**src/rtl/mips_pkg.sv**
```systemverilog
// Shared MIPS encoding constants: opcodes consumed by the main decoder,
// instruction kinds accepted by the loader, field widths and FSM states.
package mips_pkg;

    localparam int WORD_W   = 32;
    localparam int OPCODE_W = 6;
    localparam int REG_W    = 5;
    localparam int SHAMT_W  = 5;
    localparam int FUNCT_W  = 6;
    localparam int IMM_W    = 16;
    localparam int TARGET_W = 26;
    localparam int KIND_W   = 3;

    localparam logic [OPCODE_W-1:0] OP_RTYPE = 6'b000000;
    localparam logic [OPCODE_W-1:0] OP_LW    = 6'b100011;
    localparam logic [OPCODE_W-1:0] OP_SW    = 6'b101011;
    localparam logic [OPCODE_W-1:0] OP_BEQ   = 6'b000100;
    localparam logic [OPCODE_W-1:0] OP_ADDI  = 6'b001000;
    localparam logic [OPCODE_W-1:0] OP_J     = 6'b000010;

    // Codes 6 and 7 are deliberately left out: they are the illegal kinds.
    typedef enum logic [KIND_W-1:0] {
        KIND_RTYPE = 3'd0,
        KIND_LW    = 3'd1,
        KIND_SW    = 3'd2,
        KIND_BEQ   = 3'd3,
        KIND_ADDI  = 3'd4,
        KIND_J     = 3'd5
    } instr_kind_e;

    typedef enum logic [1:0] {
        ST_IDLE = 2'd0,
        ST_LOAD = 2'd1,
        ST_DONE = 2'd2
    } enc_state_e;

endpackage

```
**src/rtl/instr_encoder_if.sv**
```systemverilog
// Symbolic-instruction handshake: the producer (master) presents one
// instruction per beat; the encoder (slave) accepts it when in_ready is high.
interface instr_encoder_if;
    import mips_pkg::*;

    logic                in_valid;
    logic                in_ready;
    logic [KIND_W-1:0]   in_kind;
    logic [REG_W-1:0]    in_rs;
    logic [REG_W-1:0]    in_rt;
    logic [REG_W-1:0]    in_rd;
    logic [SHAMT_W-1:0]  in_shamt;
    logic [FUNCT_W-1:0]  in_funct;
    logic [IMM_W-1:0]    in_imm;
    logic [TARGET_W-1:0] in_target;
    logic                in_last;

    modport master (
        output in_valid, in_kind, in_rs, in_rt, in_rd, in_shamt,
               in_funct, in_imm, in_target, in_last,
        input  in_ready
    );

    modport slave (
        input  in_valid, in_kind, in_rs, in_rt, in_rd, in_shamt,
               in_funct, in_imm, in_target, in_last,
        output in_ready
    );
endinterface

```
**src/rtl/instr_encoder_pack.sv**
```systemverilog
// Combinational packer: instruction kind plus fields -> 32-bit MIPS word.
// Kinds outside the legal set produce a zero word and raise o_illegal.
module instr_pack
    import mips_pkg::*;
(
    input  logic [KIND_W-1:0]   i_kind,
    input  logic [REG_W-1:0]    i_rs,
    input  logic [REG_W-1:0]    i_rt,
    input  logic [REG_W-1:0]    i_rd,
    input  logic [SHAMT_W-1:0]  i_shamt,
    input  logic [FUNCT_W-1:0]  i_funct,
    input  logic [IMM_W-1:0]    i_imm,
    input  logic [TARGET_W-1:0] i_target,
    output logic [WORD_W-1:0]   o_word,
    output logic                o_illegal
);

    // Select the field layout for the requested kind.
    always_comb begin
        // NOTE: defaults first so every path assigns every output; a missed
        // branch would otherwise infer a latch.
        o_word    = '0;
        o_illegal = 1'b0;
        case (instr_kind_e'(i_kind))
            KIND_RTYPE: o_word = {OP_RTYPE, i_rs, i_rt, i_rd, i_shamt, i_funct};
            KIND_LW:    o_word = {OP_LW,    i_rs, i_rt, i_imm};
            KIND_SW:    o_word = {OP_SW,    i_rs, i_rt, i_imm};
            KIND_BEQ:   o_word = {OP_BEQ,   i_rs, i_rt, i_imm};
            KIND_ADDI:  o_word = {OP_ADDI,  i_rs, i_rt, i_imm};
            KIND_J:     o_word = {OP_J,     i_target};
            default:    o_illegal = 1'b1;
        endcase
    end

endmodule

```
**src/rtl/instr_encoder.sv**
```systemverilog
// Instruction-memory loader: encodes accepted instructions, writes them to
// consecutive word addresses and holds the core in reset until the program
// is completely written.
module instr_encoder
    import mips_pkg::*;
#(
    parameter int ADDR_WIDTH = 6
) (
    input  logic                  clk,
    input  logic                  rst_n,
    input  logic                  i_start,
    instr_encoder_if.slave        in_if,
    output logic                  o_imem_we,
    output logic [ADDR_WIDTH-1:0] o_imem_addr,
    output logic [WORD_W-1:0]     o_imem_wdata,
    output logic                  o_cpu_rst_n,
    output logic                  o_busy,
    output logic                  o_done,
    output logic                  o_error,
    output logic [ADDR_WIDTH:0]   o_count
);

    localparam logic [ADDR_WIDTH:0] DEPTH     = (ADDR_WIDTH+1)'(2**ADDR_WIDTH);
    localparam logic [ADDR_WIDTH:0] LAST_ADDR = DEPTH - 1'b1;

    enc_state_e              r_state;
    enc_state_e              w_next_state;
    logic [ADDR_WIDTH:0]     r_ptr;
    logic                    r_pending_last;
    logic                    r_error;
    logic                    r_we;
    logic [ADDR_WIDTH-1:0]   r_addr;
    logic [WORD_W-1:0]       r_wdata;
    logic                    r_cpu_rst_n;

    logic                    w_full;
    logic                    w_busy;
    logic                    w_ready;
    logic                    w_accept;
    logic                    w_write;
    logic                    w_start_ok;
    logic [WORD_W-1:0]       w_word;
    logic                    w_illegal;

    instr_pack u_pack (
        .i_kind    (in_if.in_kind),
        .i_rs      (in_if.in_rs),
        .i_rt      (in_if.in_rt),
        .i_rd      (in_if.in_rd),
        .i_shamt   (in_if.in_shamt),
        .i_funct   (in_if.in_funct),
        .i_imm     (in_if.in_imm),
        .i_target  (in_if.in_target),
        .o_word    (w_word),
        .o_illegal (w_illegal)
    );

    // Handshake: stop accepting once memory is full or the last beat is in.
    assign w_full     = (r_ptr == DEPTH);
    assign w_busy     = (r_state == ST_LOAD);
    assign w_ready    = w_busy && !w_full && !r_pending_last;
    assign w_accept   = in_if.in_valid && w_ready;
    assign w_write    = w_accept && !w_illegal;
    assign w_start_ok = i_start && (r_state != ST_LOAD);

    assign in_if.in_ready = w_ready;

    // State register.
    always_ff @(posedge clk or negedge rst_n) begin
        if (!rst_n) begin
            // NOTE: sequential state uses non-blocking assignments so every
            // register samples pre-edge values regardless of block order.
            r_state <= ST_IDLE;
        end else begin
            r_state <= w_next_state;
        end
    end

    // Next-state: finish one cycle after the last beat or the final slot is
    // written, so the core only leaves reset after the closing write.
    always_comb begin
        w_next_state = r_state;
        case (r_state)
            ST_IDLE: if (i_start) w_next_state = ST_LOAD;
            ST_LOAD: if (r_pending_last || w_full) w_next_state = ST_DONE;
            ST_DONE: if (i_start) w_next_state = ST_LOAD;
            default: w_next_state = ST_IDLE;
        endcase
    end

    // Pointer, sticky error, registered memory write port and core reset.
    always_ff @(posedge clk or negedge rst_n) begin
        if (!rst_n) begin
            r_ptr          <= '0;
            r_pending_last <= 1'b0;
            r_error        <= 1'b0;
            r_we           <= 1'b0;
            r_addr         <= '0;
            r_wdata        <= '0;
            r_cpu_rst_n    <= 1'b0;
        end else begin
            r_we        <= w_write;
            r_cpu_rst_n <= (w_next_state == ST_DONE);
            if (w_start_ok) begin
                r_ptr          <= '0;
                r_pending_last <= 1'b0;
                r_error        <= 1'b0;
            end else if (w_accept) begin
                if (in_if.in_last) begin
                    r_pending_last <= 1'b1;
                end
                if (w_illegal) begin
                    // Consumed but not written: pointer stays put.
                    r_error <= 1'b1;
                end else begin
                    r_ptr   <= r_ptr + 1'b1;
                    r_addr  <= r_ptr[ADDR_WIDTH-1:0];
                    r_wdata <= w_word;
                    // Filling the final slot without a terminating beat.
                    if (!in_if.in_last && r_ptr == LAST_ADDR) begin
                        r_error <= 1'b1;
                    end
                end
            end
        end
    end

    assign o_imem_we    = r_we;
    assign o_imem_addr  = r_addr;
    assign o_imem_wdata = r_wdata;
    assign o_cpu_rst_n  = r_cpu_rst_n;
    assign o_busy       = w_busy;
    assign o_done       = (r_state == ST_DONE);
    assign o_error      = r_error;
    assign o_count      = r_ptr;

endmodule

```
**src/flat_wrapper.sv**
```systemverilog
// flat-port wrapper written by rule: the top's interface ports become plain ports
module instr_encoder_flat import mips_pkg::*;
#(
    parameter int ADDR_WIDTH = 6
)
  (clk, rst_n, i_start, o_imem_we, o_imem_addr, o_imem_wdata, o_cpu_rst_n, o_busy, o_done, o_error, o_count, in_if_in_valid, in_if_in_kind, in_if_in_rs, in_if_in_rt, in_if_in_rd, in_if_in_shamt, in_if_in_funct, in_if_in_imm, in_if_in_target, in_if_in_last, in_if_in_ready);
  instr_encoder_if in_if_i ();
  input  logic clk;
  input  logic rst_n;
  input  logic i_start;
  output logic o_imem_we;
  output logic [ADDR_WIDTH-1:0] o_imem_addr;
  output logic [WORD_W-1:0] o_imem_wdata;
  output logic o_cpu_rst_n;
  output logic o_busy;
  output logic o_done;
  output logic o_error;
  output logic [ADDR_WIDTH:0] o_count;
  input wire logic [$bits(in_if_i.in_valid)-1:0] in_if_in_valid;
  input wire logic [$bits(in_if_i.in_kind)-1:0] in_if_in_kind;
  input wire logic [$bits(in_if_i.in_rs)-1:0] in_if_in_rs;
  input wire logic [$bits(in_if_i.in_rt)-1:0] in_if_in_rt;
  input wire logic [$bits(in_if_i.in_rd)-1:0] in_if_in_rd;
  input wire logic [$bits(in_if_i.in_shamt)-1:0] in_if_in_shamt;
  input wire logic [$bits(in_if_i.in_funct)-1:0] in_if_in_funct;
  input wire logic [$bits(in_if_i.in_imm)-1:0] in_if_in_imm;
  input wire logic [$bits(in_if_i.in_target)-1:0] in_if_in_target;
  input wire logic [$bits(in_if_i.in_last)-1:0] in_if_in_last;
  output wire logic [$bits(in_if_i.in_ready)-1:0] in_if_in_ready;
  assign in_if_i.in_valid = in_if_in_valid;
  assign in_if_i.in_kind = in_if_in_kind;
  assign in_if_i.in_rs = in_if_in_rs;
  assign in_if_i.in_rt = in_if_in_rt;
  assign in_if_i.in_rd = in_if_in_rd;
  assign in_if_i.in_shamt = in_if_in_shamt;
  assign in_if_i.in_funct = in_if_in_funct;
  assign in_if_i.in_imm = in_if_in_imm;
  assign in_if_i.in_target = in_if_in_target;
  assign in_if_i.in_last = in_if_in_last;
  assign in_if_in_ready = in_if_i.in_ready;
  instr_encoder #(.ADDR_WIDTH(ADDR_WIDTH)) u_core (.clk(clk), .rst_n(rst_n), .i_start(i_start), .in_if(in_if_i), .o_imem_we(o_imem_we), .o_imem_addr(o_imem_addr), .o_imem_wdata(o_imem_wdata), .o_cpu_rst_n(o_cpu_rst_n), .o_busy(o_busy), .o_done(o_done), .o_error(o_error), .o_count(o_count));
endmodule
```
**config.mk**
```make
export PLATFORM = sky130hd
export DESIGN_NAME = instr_encoder_flat
export DESIGN_NICKNAME = d
export VERILOG_FILES = /design/src/rtl/mips_pkg.sv /design/src/rtl/instr_encoder_if.sv /design/src/rtl/instr_encoder_pack.sv /design/src/rtl/instr_encoder.sv /design/src/flat_wrapper.sv
export SDC_FILE = /design/constraint.sdc
export NUM_CORES = 1
export LEC_CHECK = 0
export ABC_CLOCK_PERIOD_IN_PS = 4700
export CAP_MARGIN = 15
export CORE_UTILIZATION = 46
export CTS_BUF_LIST = sky130_fd_sc_hd__clkbuf_8
export DETAILED_ROUTE_END_ITERATION = 12
export GPL_ROUTABILITY_DRIVEN = 0
export PLACE_DENSITY = 0.93
export SYNTH_ARGS = -nofsm -noshare
export SYNTH_HDL_FRONTEND = slang
export SYNTH_SLANG_ARGS = --single-unit
export TNS_END_PERCENT = 10
```
**constraint.sdc**
```tcl
create_clock -name clk -period 4.7 [get_ports clk]
set_input_delay 0.94 -clock clk [delete_from_list [all_inputs] [get_ports clk]]
set_output_delay 0.94 -clock clk [all_outputs]
set_load 0.01 [all_outputs]
```
==> out/metrics.yaml <==
cts_inserted_buffers: 5
root_buffer: "clkbuf_8"
cap_viol_max_count: 0
drtIter0Drc: 228
fin_setup_tns_ps: 0
overflow: 0
cp-end-kind: "register"
ys_ff_latch: 49
slew_violations: 0
cp-start-kind: "input pin"
num_rows: 27
hpwl_um: 5840
fin_crit_sh: 0.720
dp_cells: 479
setup_slack_ps: 1320
antenna-diode-count: 0
vias_per_cell: 5.72
tightest_slew_ps: 1120
grt_max_degree: 50
post_cts_buffers: 0
vias: 2798
synth_adder_area_share: 0.00902
pre_cts_ws_ps: 1010
cp.required_ps: 4890
reg2regPathDepth: 5
grt_pass1_wl_um: 13200
die_w_um: 79.7
powerDensity_nw_per_um2: 476
antenna_found_initial: 0
areaGrowthSynthToFinish_pct: 50.8
r2r-start: "u_core.o_count[3]"
period_minus_slack_ps: 3380
drc: 0
r2r-end: "u_core.o_count[5]"
first_global_vias: 2758
cts_hold_buf: 0
vdd_drop_max_uv: 240
critPathCapture: "u_core.o_count[5]"
yosysUniqueCellTypes: 43
worstPathMaxFanout: 44
clock-sinks: 49
synth_xor_area_frac: 0.00316
clock_latency_ps: 300
avgSynthCellArea_um2: 9.16
ctsResizeCount: 0
fill_cells: 434
arrival_ps: 3580
rsz0062_at_grt: "false"
leakagePower_nw: 1.79
slew-limit-headroom: 0.252
finClkSkew_ps: 6.64
io_pins: 127
syn_inst: 303
die_y_um: 79.7
fmax_mhz: 296
ys_seq_area_frac: 0.442
final_cell_mix: "clkdlybuf4s50_1 (124), dfrtp_1 (49), a21oi_1 (36)"
synth_edf_count: 0
die-area_um2: 6350
synth_top_family_by_area: "compound AO/OA/AOI/OAI gates"
synth.cell_area_um2: 2780
finalSetupViolations: 0
synthFlopType: "dfrtp_1"
port_buffers: 125
cts_buffer_depth: 2
drive_gt1_frac: 0.122
hold_class: "register to register"
ys_warn_count: 0
cts-htree-levels: 2
start_util: 0.489
synth-simple-area-share: 0.167
drtAntennaViolNets: 0
syn_nets: 381
path_class: "input pin to register"
startpoint: "in_if_in_kind[2]"
final_nets: 494
post-route-util: 0.737
track_usage: 0.267
final_common_cell: "clkdlybuf4s50_1"
routedWlPerCell_um: 16.5
cts_tree: "built"
async_flop_share: 1.00
clk_pin_slew_worst_paths_ps: 90
synthMuxAreaShare: 0.0649
synth_compound_area_frac: 0.251
hold_viol: 0
routed_wl_um: 8050
outcome: "finished, final reports clean"
dr.pass1.iters: 5
instances_no_fill: 489
core_area_um2: 5680
rrSetupSlack_ps: 1540
-- per-stage QoR --
step / total power [mW] / hold slack [ps] / cell area [µm²]
after floorplan: 1.15 / 485 / 2780
after global placement: 1.63 / 460 / 4030
after detailed placement: 1.68 / 471 / 4030
after CTS: 1.99 / 491 / 4150
after global routing: 2.11 / 505 / 4190
final: 1.99 / 487 / 4190
-- final cells by class --
class,instances,area (µm²),area share
clock inverters,2,37.5,0.00897
multi-input cells,213,1380,0.329
flip-flops and latches,49,1230,0.293
well taps,72,90.1,0.0215
inverters,16,60.1,0.0143
repair buffers,131,1310,0.313
clock buffers,6,82.6,0.0197
-- cell families (layout without fill, tap and decap cells) --
group,Yosys count,after routing
and+or+nand+nor,91,91
adders and majority gates,2,2
muxes,16,16
other,1,1
xor gates and xnor gates,1,1
AOI/OAI and AO/OA,102,102
DFF,49,49
buffers and inverters,41,155
-- report_power, final --
part / internal, mW / switching (mW) / leakage, nW
clock: 0.173 / 0.138 / 0.0574
sequential: 0.592 / 0.126 / 0.611
combinational: 0.529 / 0.436 / 1.12
-- cells in the mapped netlist, types with 4 or more instances --
| library cell | number | share of area |
|---|---|---|
| dfrtp_1 | 49 | 0.44 |
| a21oi_1 | 36 | 0.065 |
| nand2_1 | 25 | 0.034 |
| nor2_1 | 21 | 0.028 |
| a22oi_1 | 16 | 0.043 |
| mux2_2 | 16 | 0.065 |
| inv_1 | 15 | 0.020 |
| or2_2 | 15 | 0.034 |
| clkbuf_1 | 14 | 0.019 |
| a22o_1 | 11 | 0.035 |
| a2bb2oi_1 | 10 | 0.032 |
| o22ai_1 | 10 | 0.023 |
| buf_2 | 8 | 0.014 |
| nand3_1 | 7 | 0.013 |
| and3_1 | 5 | 0.011 |
| o21ai_0 | 5 | 0.0090 |
| nor3_1 | 4 | 0.0072 |
-- flip-flops by register name, indices dropped and copies added (netlist names) --
name                   flops
u_core.o_imem_wdata       30
u_core.o_count             7
u_core.o_imem_addr         6
u_core.r_state             2
u_core.o_cpu_rst_n         1
u_core.o_error             1
u_core.o_imem_we           1
u_core.r_pending_last      1
-- how the worst min path moves through the flow --
stage               slack [ps]  depth (start not counted)             startpoint                    end
floorplan                  480                          1      u_core.r_state[0]      u_core.r_state[0]
global placement           460                          2  u_core.o_imem_addr[3]  u_core.o_imem_addr[3]
detailed placement         470                          2  u_core.o_imem_addr[3]  u_core.o_imem_addr[3]
CTS                        490                          2  u_core.o_imem_addr[3]  u_core.o_imem_addr[3]
global route               510                          2  u_core.o_imem_addr[2]  u_core.o_imem_addr[2]
finish                     490                          2  u_core.o_imem_addr[2]  u_core.o_imem_addr[2]
-- critical path, stage by stage --
cell	delay, ps
clkdlybuf4s50_1	840
nand2_1	220
o211ai_4	490
inv_2	480
and3_1	330
a211o_1	260
-- per-layer routing --
layer	global-route usage	share of wire
met4	0.0891	0.023
met2	0.463	0.52
met3	0.0411	0.061
met5	0	0
met1	0.336	0.39
Note: power is estimated with default switching activity, not from simulation.
==> variant (config.mk and constraints unchanged) <==
The 3 states of `enc_state_e` get a one-hot encoding in 3 bits.
--- a/src/rtl/mips_pkg.sv
+++ b/src/rtl/mips_pkg.sv
@@ -29,8 +29,8 @@
     } instr_kind_e;
 
-    typedef enum logic [1:0] {
-        ST_IDLE = 2'd0,
-        ST_LOAD = 2'd1,
-        ST_DONE = 2'd2
+    typedef enum logic [2:0] {
+        ST_IDLE = 3'b001,
+        ST_LOAD = 3'b010,
+        ST_DONE = 3'b100
     } enc_state_e;
 
Check against the original RTL: no difference found for any inputs over 10 cycles, from zero or initial values and one cycle with rst_n low; not proved beyond that.
==> variant against the original RTL <==
Final area up 2.8%. Largest cell class unchanged. Clock power down 14%. Critical path type unchanged. Area after synthesis up 6.4%. Utilization down 2.7 points. Highest routed layer unchanged. Total power down 15%. Maximum frequency up 4.9%. Setup slack better by 160 ps. Non-clock buffer count down 2. Critical endpoint is now u_core.o_imem_wdata[20]. Routed wire length down 5.0%. Global-route usage down 2.7 points. Die area up 6.2%. Sequential cell count up 1.
==> variant: results (changes against the original RTL) <==
ClkCell Share=2.33% (-0.54 points); NonClk Buf Share=29.8% (-1.5 points); power density over the cells=395 nW/µm² (-17%); Crit path arrival time=3420 ps (-160 ps); critical path peak fanout=29 (-34%); number of non-clock buffers=129 (-1.5%); Net count, final=473 (-4.3%); routed wire length per instance=16.2 µm (-1.3%); DRT iter0 DRCs=140 (-39%); largest net degree at the start of global routing=73 (+46%); largest cells by area after synthesis=dfrtp_1 42%, mux2_2 8.0%, a221oi_1 4.7%; sequential cell power=677 µW (-5.7%); detailed placer's ending HPWL=5.67 mm (-2.8%); Total Routing Usage GR=24.0% (-2.7 points); P_leak=0.00171 µW (-4.4%); total clock sinks=50 (+2.0%); Crit. Startpoint=in_if_in_kind[1]; Worst Hold Class=in2async; number of global-route vias before repair=2,589 (-6.1%); ys async rst share=100% (unchanged); clock share of power=15.8% (+0.2 points); CP max stage delay=770 ps (-70 ps); status=finished, final reports clean; Fill cells=470 (+8.3%); via count=2,686 (-4.0%); Worst-Margin Slew=683 ps (-433 ps); share of cells above drive strength 1=12.6% (+0.40 points); worst-case clock skew=2.57 ps (-4.07 ps); FF+latch area=1250 µm² (+2.1%); Post-DP Area=4180 µm² (+3.8%); syn nets=361 (-5.2%); switching share of power=31.2% (-3.9 points); DRT Pass-1 Iters=4 (-1); post-synthesis sequential area ratio=42.4% (-1.8 points); Non-clock inverters=10 (-6); R2R depth=5 (unchanged); reg2reg start=u_core.r_state[2]; Critical Path Sink=u_core.o_imem_wdata[20]; global-route wire length before repair=12.3 mm (-6.4%); slowest CP cell=clkdlybuf4s50_1; clock latency on the worst-skew pair=300 ps (about the same); r2r setup slk=2090 ps (+550 ps); Multi-In Gates=199 (-6.6%)
==> variant: kinds of logic (layout without fill, tap and decap cells) <==
logic type,Yosys count,in the layout,share of synthesized area (%)
other cells,1,1,0.127
xor+xnor,2,2,0.593
simple gates,67,67,13.8
mux,28,28,11.6
compound gates,99,99,25.1
flops,50,50,42.4
fa+ha+maj,2,2,0.847
buf+inv,34,147,5.59
==> variant: per-stage QoR <==
stage / setup WS [ps] / total power (µW) / cells / utilization, % / hold WS, ps
after floorplan: 2290 / 1020 / 283 / - / 496
after global placement: 1230 / 1420 / 462 / 69.0 / 490
after detailed placement: 1160 / 1440 / 462 / 69.0 / 498
after CTS: 1510 / 1710 / 470 / 70.7 / 522
after global routing: 1330 / 1810 / 471 / 71.0 / 477
final: 1470 / 1700 / 471 / 71.0 / 483
==> variant: per-layer routing <==
layer	global-route usage [%]	vias to the layer above	wire length [µm]
met5	0	-	0
met4	6.14	0	86
met3	5.71	8	420
met2	40.0	115	3830
met1	31.3	1277	3310
li1	-	1286	-
